## config.mk

```make
export PLATFORM = sky130hd
export DESIGN_NAME = nibble_deserializer
export DESIGN_NICKNAME = d
export VERILOG_FILES = /design/src/rtl/nibble_deserializer.sv
export SDC_FILE = /design/constraint.sdc
export NUM_CORES = 1
export LEC_CHECK = 0
export CAP_MARGIN = 0
export CORE_MARGIN = 2
export CORE_UTILIZATION = 55
export CTS_CLUSTER_DIAMETER = 60
export DETAILED_ROUTE_END_ITERATION = 10
export PLACE_DENSITY = 0.79
export SYNTH_ARGS = -nofsm -noshare
export SYNTH_HDL_FRONTEND = slang
export SYNTH_SLANG_ARGS = --single-unit
```

## constraint.sdc

```tcl
create_clock -name clk -period 4.5 [get_ports clk]
set_input_delay 0.675 -clock clk [delete_from_list [all_inputs] [get_ports clk]]
set_output_delay 0.675 -clock clk [all_outputs]
set_load 0.01 [all_outputs]
```

## src/rtl/nibble_deserializer.sv

```systemverilog
// Nibble-serial receiver: assembles up to NIBBLES nibbles into a word,
// LS-first or MS-first, with optional sign or zero extension.
module nibble_deserializer #(
   parameter int NIBBLES = 8,
   parameter int IDX_W   = 3
) (
   input  logic                 clk,
   input  logic                 rst,
   input  logic                 start,
   input  logic [IDX_W-1:0]     nibbles_num,
   input  logic                 reverse_direction,
   input  logic                 sign_ext,
   input  logic [3:0]           nib,
   input  logic                 nib_valid,
   output logic                 nib_ready,
   output logic [4*NIBBLES-1:0] word,
   output logic                 word_valid,
   input  logic                 word_ready
);

   localparam int W = 4 * NIBBLES;
   localparam logic [IDX_W-1:0] MAX_IDX = IDX_W'(NIBBLES - 1);

   typedef enum logic [1:0] {IDLE, COLLECT, HOLD} state_t;

   state_t           state;
   state_t           state_next;
   logic [IDX_W-1:0] len;
   logic [IDX_W-1:0] idx;
   logic [IDX_W-1:0] len_in;
   logic             dir;
   logic             ext;
   logic             load;
   logic             last;
   logic             fill;
   logic [W-1:0]     acc;
   logic [W-1:0]     acc_next;
   logic [W-1:0]     word_next;

   assign len_in = (nibbles_num > MAX_IDX) ? MAX_IDX : nibbles_num;
   assign load   = start && (state != HOLD);
   assign last   = dir ? (idx == '0) : (idx == len);

   // The MS nibble is taken after the write so len=0 reverse sees nib.
   always_comb begin
      acc_next  = acc;
      fill      = 1'b0;
      word_next = '0;
      for (int i = 0; i < NIBBLES; i++) begin
         if (idx == IDX_W'(i)) acc_next[4*i +: 4] = nib;
      end
      for (int i = 0; i < NIBBLES; i++) begin
         if (len == IDX_W'(i)) fill = ext & acc_next[4*i+3];
      end
      for (int i = 0; i < NIBBLES; i++) begin
         if (IDX_W'(i) > len) word_next[4*i +: 4] = {4{fill}};
         else                 word_next[4*i +: 4] = acc_next[4*i +: 4];
      end
   end

   always_ff @(posedge clk) begin
      if (rst) state <= IDLE;
      else     state <= state_next;
   end

   always_comb begin
      state_next = state;
      nib_ready  = 1'b0;
      word_valid = 1'b0;
      unique case (state)
         IDLE: begin
            if (start) state_next = COLLECT;
         end
         COLLECT: begin
            nib_ready = 1'b1;
            if (start)                  state_next = COLLECT;
            else if (nib_valid && last) state_next = HOLD;
         end
         HOLD: begin
            word_valid = 1'b1;
            if (word_ready) state_next = IDLE;
         end
         default: state_next = IDLE;
      endcase
   end

   always_ff @(posedge clk) begin
      if (rst) begin
         len  <= '0;
         idx  <= '0;
         dir  <= 1'b0;
         ext  <= 1'b0;
         acc  <= '0;
         word <= '0;
      end else if (load) begin
         len <= len_in;
         dir <= reverse_direction;
         ext <= sign_ext;
         acc <= '0;
         idx <= reverse_direction ? len_in : '0;
      end else if (state == COLLECT && nib_valid) begin
         acc <= acc_next;
         if (last)     word <= word_next;
         else if (dir) idx  <= idx - 1'b1;
         else          idx  <= idx + 1'b1;
      end
   end

endmodule

```

### After elaboration in Yosys (flattened, before gate mapping)

Cells that the tools add are included.

| storage, ports and cells | value |
|---|---|
| flip-flop bits (word level) | 74 |
| input bits | 14 |
| output and inout bits | 34 |
| logic and storage cells | 98 |

| cells by class | value |
|---|---|
| add/sub/neg operators | 2 |
| $lt $le $gt $ge | 9 |
| eq/ne operators | 22 |
| multiplexer cells | 38 |
| bitwise gates (word level) | 9 |
| reductions and logical operators | 11 |

Operator list:

| cell | count |
|---|---|
| 4-bit 2-to-1 mux | 16 |
| 3-bit equality test, second input constant | 8 |
| 3-bit 2-to-1 mux | 6 |
| 3-bit by 2-bit equality test with 1-bit output, second input constant | 4 |
| 3-bit > comparator, first input constant | 4 |
| 1-bit 2-to-1 mux | 11 |
| 1-bit AND | 8 |
| 2-bit 2-to-1 mux | 4 |
| 2-bit inequality test, second input constant | 4 |
| 3-bit by 1-bit equality test with 1-bit output, second input constant | 2 |
| 1-bit by 3-bit > comparator with 1-bit output, first input constant | 2 |
| 2-bit by 3-bit > comparator with 1-bit output, first input constant | 2 |
| 3-bit zero test | 2 |
| 2-bit case mux with 3 select lines | 1 |
| 3-bit AND reduction | 2 |
| 3-bit by 1-bit adder with 3-bit output, second input constant | 1 |
| 3-bit equality test | 1 |
| 3-bit > comparator, second input constant | 1 |
| 1-bit logical AND | 3 |
| 3-bit inequality test, second input constant | 1 |
| 3-bit by 1-bit subtractor with 3-bit output, second input constant | 1 |
| 2-bit by 1-bit equality test with 1-bit output, second input constant | 1 |
| 2-bit equality test, second input constant | 1 |
| 2-bit zero test | 1 |
| 4 further kinds | 4 |

### Longest topological paths before layout

| logic depth | value |
|---|---|
| depth in word-level cells | 12 |
| depth in mapped cells | 9 |
| gate-level depth less buffers | 7 |

### Least setup slack after synthesis

OpenSTA, ideal clock, no wires.

| timing path | value |
|---|---|
| path type | register -> register |
| start point | reg idx[0] |
| end point | reg word[20] |
| setup time | 0.137 ns |
| arrival time | 1.927 ns |
| data required time | 4.363 ns |
| path slack | 2.437 ns |
| stages on the path, launching flop included | 9 |
| buffers on the path | 1 |
| clock period less this slack | 2.063 ns |
| cell sequence | dfxtp_1 ha_1 ha_1 buf_2 mux2_2 nor2_1 a2111oi_4 nor4b_4 a211oi_1 |

| between the ends | value |
|---|---|
| word-level cells in the longest chain between the ends | 12 |
| elaborated cells between the ends (all ways) | 36 |
| classes of those cells | eq/ne (8); mux (18); bitwise (8); reduce/logical (2) |

Ends and longest elaborated chain:

| element | RTL line | text |
|---|---|---|
| from (decl) | 29 | `logic [IDX_W-1:0] idx;` |
| from (signal assigned) | 100 | `idx <= reverse_direction ? len_in : '0;` |
| from (signal assigned) | 104 | `else if (dir) idx <= idx - 1'b1;` |
| from (signal assigned) | 105 | `else idx <= idx + 1'b1;` |
| 3-bit zero test | 42, 50 |  |
| 4-bit 2-to-1 mux | 50 | `if (idx == IDX_W'(i)) acc_next[4*i +: 4] = nib;` |
| 1-bit AND | 53 | `if (len == IDX_W'(i)) fill = ext & acc_next[4*i+3];` |
| 1-bit 2-to-1 mux (8 in a row) | 53 |  |
| 4-bit 2-to-1 mux | 56 | `if (IDX_W'(i) > len) word_next[4*i +: 4] = {4{fill}};` |
| to (signal assigned) | 103 | `if (last) word <= word_next;` |
| to (decl) | 16 | `output logic [4*NIBBLES-1:0] word,` |

Parallel ways exist; a longest one is shown, timed or not.
A chain may end at the register's enable or synchronous reset.

### Final worst setup path

| timing path | value |
|---|---|
| start point | reg idx[2] |
| end point | reg word[22] |

The elaborated chain is that of the path after synthesis.

==> flow_metrics.tcl <==
set metrics [dict create \
    wl_per_cell_um 16.2 \
    async_reset_ff_share_pct 0 \
    syn_inst 461 \
    final_nets 504 \
    track_usage_pct 26.0 \
    antenna_found_initial 0 \
    yosysTopAreaCell "dfxtp_1" \
    slew_violations 0 \
    cts-resized-gates 0 \
    synth_top_family_by_area "compound AO/OA/AOI/OAI gates" \
    cp.required_ns 4.73 \
    synth.top_cells.by_count "dfxtp_1 (74), nor2_1 (63), nand2_1 (58), a21oi_1 (35), nand3_1 (26)" \
    p_total_mw 1.42 \
    cts_sinks 74 \
    finalCritPeriodShare_pct 62.3 \
    clkTransAtPathRegs_ns 0.08 \
    grt_pass1_vias 3137 \
    yosysUniqueCellTypes 51 \
    multi_input_area_mm2 0.00210 \
    ctsHoldBuffers 0 \
    drc_errors 0 \
    setup_viol_count_final 0 \
    cp_max_fo 18 \
    run_status "complete, no violations" \
    gr-total-overflow 0 \
    synth_compound_area_share_pct 22.0 \
    yosysMostFrequentCell "dfxtp_1" \
    drive_gt1_share_pct 9.63 \
    slew_headroom_pct 47.5 \
    syn2layout_area_growth_pct 16.3 \
    worst_path_max_delay_cell "dfxtp_1" \
    port_buffers 47 \
    die_w_um 87.1 \
    die-area_mm2 0.00759 \
    synth_mux_area_share_pct 9.32 \
    drtAntennaViolNets 0 \
    htree_levels 3 \
    num_antenna_cells 0 \
    io_pins 48 \
    cp_num_buf_inv 1 \
    drt_iter0_markers 321 \
    path_class "flip-flop to flip-flop" \
    cts_inserted_buffers 9 \
    cp_slowest_stage_delay_ns 0.76 \
    grt_setup_unrepaired "no" \
    synthSimpleGateAreaFrac_pct 20.6 \
    power_frac_comb_pct 13.8 \
    leakagePower_nw 1.43 \
    power.internal_mw 1.03 \
    p_per_area_mw_per_mm2 321 \
    yosysSeqAreaShare_pct 39.0 \
    fin_tns_setup_ns 0 \
    fin_hold_ws_ns 0.456 \
    synth.area.top_cells "dfxtp_1 (39%), nor2_1 (6.2%), nand2_1 (5.7%)" \
    avgSynthCellArea_um2 8.24 \
    drt_pre_antenna_iters 5 \
    wl_um 9230 \
    switching_share_pct 27.9 \
    layout_min_cycle_time_ns 2.80 \
    skew_ns 0.00790 \
    min_path_type "flip-flop to flip-flop" \
    worstPathCellList "inv_1 > ha_1 > mux2_2 > nor2_1 > a2111oi_4 > nor4b_4 > a211oi_1" \
    rows 30 \
    synth_seq_cells 74 \
    maxCapViolations 0 \
    grt_max_degree 52 \
    crit_path_start_kind "flip-flop" \
    grt_pass1_wl_um 15400 \
    synth_xor_area_share_pct 0.922 \
    dpl.hpwl_um 6230 \
    via_per_inst 5.96 \
    syn-num-nets 482 \
    clockRootBuffer "clkbuf_8" \
    peakVddDrop_mv 0.178 \
    rrSetupSlack_ns 1.70 \
    cp_top_family "flip-flops" \
    start_util_pct 56.2 \
    tritoncts "yes" \
    synth-edff-count 0 \
    crit_arrival_ns 3.03 \
    cts_setup_buffers 0 \
    synthAdderAreaFrac_pct 2.30 \
    synth_ff_type "dfxtp_1" \
    cp-end-kind "flip-flop" \
    synth_area_mm2 0.00380 \
    p_seq_share_pct 48.9 \
    synth_top_area_share_pct 39.0 \
    worst_pin_slew_ns 0.786 \
    gp_congestion 0.863 \
    max_freq_mhz 357 \
    fill_cells 592 \
    seqCellArea_mm2 0.00148 \
    die_y_um 87.1 \
    yosysWarnings 0 \
    clockPowerShare_pct 37.3 \
    num_vias 3387 \
    insertion_delay_ns 0.36 \
    coreArea_mm2 0.00676 \
    hold_violations 0 \
    cts_max_path_buffers 2 \
    p_switching_uw 396 \
]
[area by class of cell]
type / instances / share of cell area, %
clock buffer: 10 / 3.11
clock inverter: 6 / 1.50
inverter: 10 / 0.849
multi-input combinational: 337 / 47.4
sequential: 74 / 33.5
tap: 80 / 2.26
timing repair buffer: 51 / 11.3
[final timing paths]
| path | startpoint | endpoint | depth (start not counted) |
|---|---|---|---|
| min | acc[14] | acc[14] | 2 |
| max reg2reg | idx[2] | word[22] | 7 |
| max | idx[2] | word[22] | 7 |
| min reg2reg | acc[14] | acc[14] | 2 |
[layer usage]
metal	part of all wire [%]	vias to the layer above	global-route usage, %
met5	0	-	0
met3	6.5	10	5.02
met4	1.1	0	6.99
met2	47	111	42.3
li1	-	1682	-
met1	46	1584	35.4
[cells by family after synthesis]
family | count (synthesis)
compound gates | 121
xor+xnor | 4
fa+ha+maj | 7
buf+inv | 50
flops | 74
mux | 33
simple gates | 172
[registers in the layout, indices dropped and copies added, names as in the netlist]
| register | count |
|---|---|
| state | 2 |
| dir | 1 |
| acc | 32 |
| ext | 1 |
| word | 32 |
| idx | 3 |
| len | 3 |
[metrics by stage]
step	instances	instance area [um^2]	setup slack (ns)	util [%]
floorplan	461	3800	2.44	-
global placement	552	4220	1.48	62.4
detailed placement	552	4220	1.38	62.4
CTS	568	4420	1.75	65.4
global route	568	4420	1.36	65.4
finish	568	4420	1.70	65.4
[cell usage in the layout, fill, tap and decap left out, types with 4 or more instances in the layout]
cell / n
a21oi_1: 35
inv_1: 10
clkdlybuf4s50_1: 47
dfxtp_1: 74
xnor2_1: 4
clkbuf_8: 10
nand2_1: 58
o21ai_0: 25
nor2_1: 63
ha_1: 7
a311oi_1: 16
mux2_2: 19
a211oi_1: 21
buf_4: 4
nand3_1: 26
mux2i_1: 14
[worst register-to-register path, stage by stage, from the launching register on]
cell,delay (ns)
dfxtp_1,0.76
inv_1,0.23
ha_1,0.40
mux2_2,0.38
nor2_1,0.19
a2111oi_4,0.09
nor4b_4,0.47
a211oi_1,0.15
[power groups by stage]
stage          Sequential, mW  Combinational [mW]  Clock (mW)
2_1_floorplan           0.703               0.137           0
3_3_place_gp            0.710               0.189           0
3_5_place_dp            0.710               0.194           0
4_1_cts                 0.695               0.195       0.538
5_1_grt                 0.699               0.216       0.564
6_report                0.696               0.196       0.530
No activity file was read; power rests on OpenSTA's default activity.
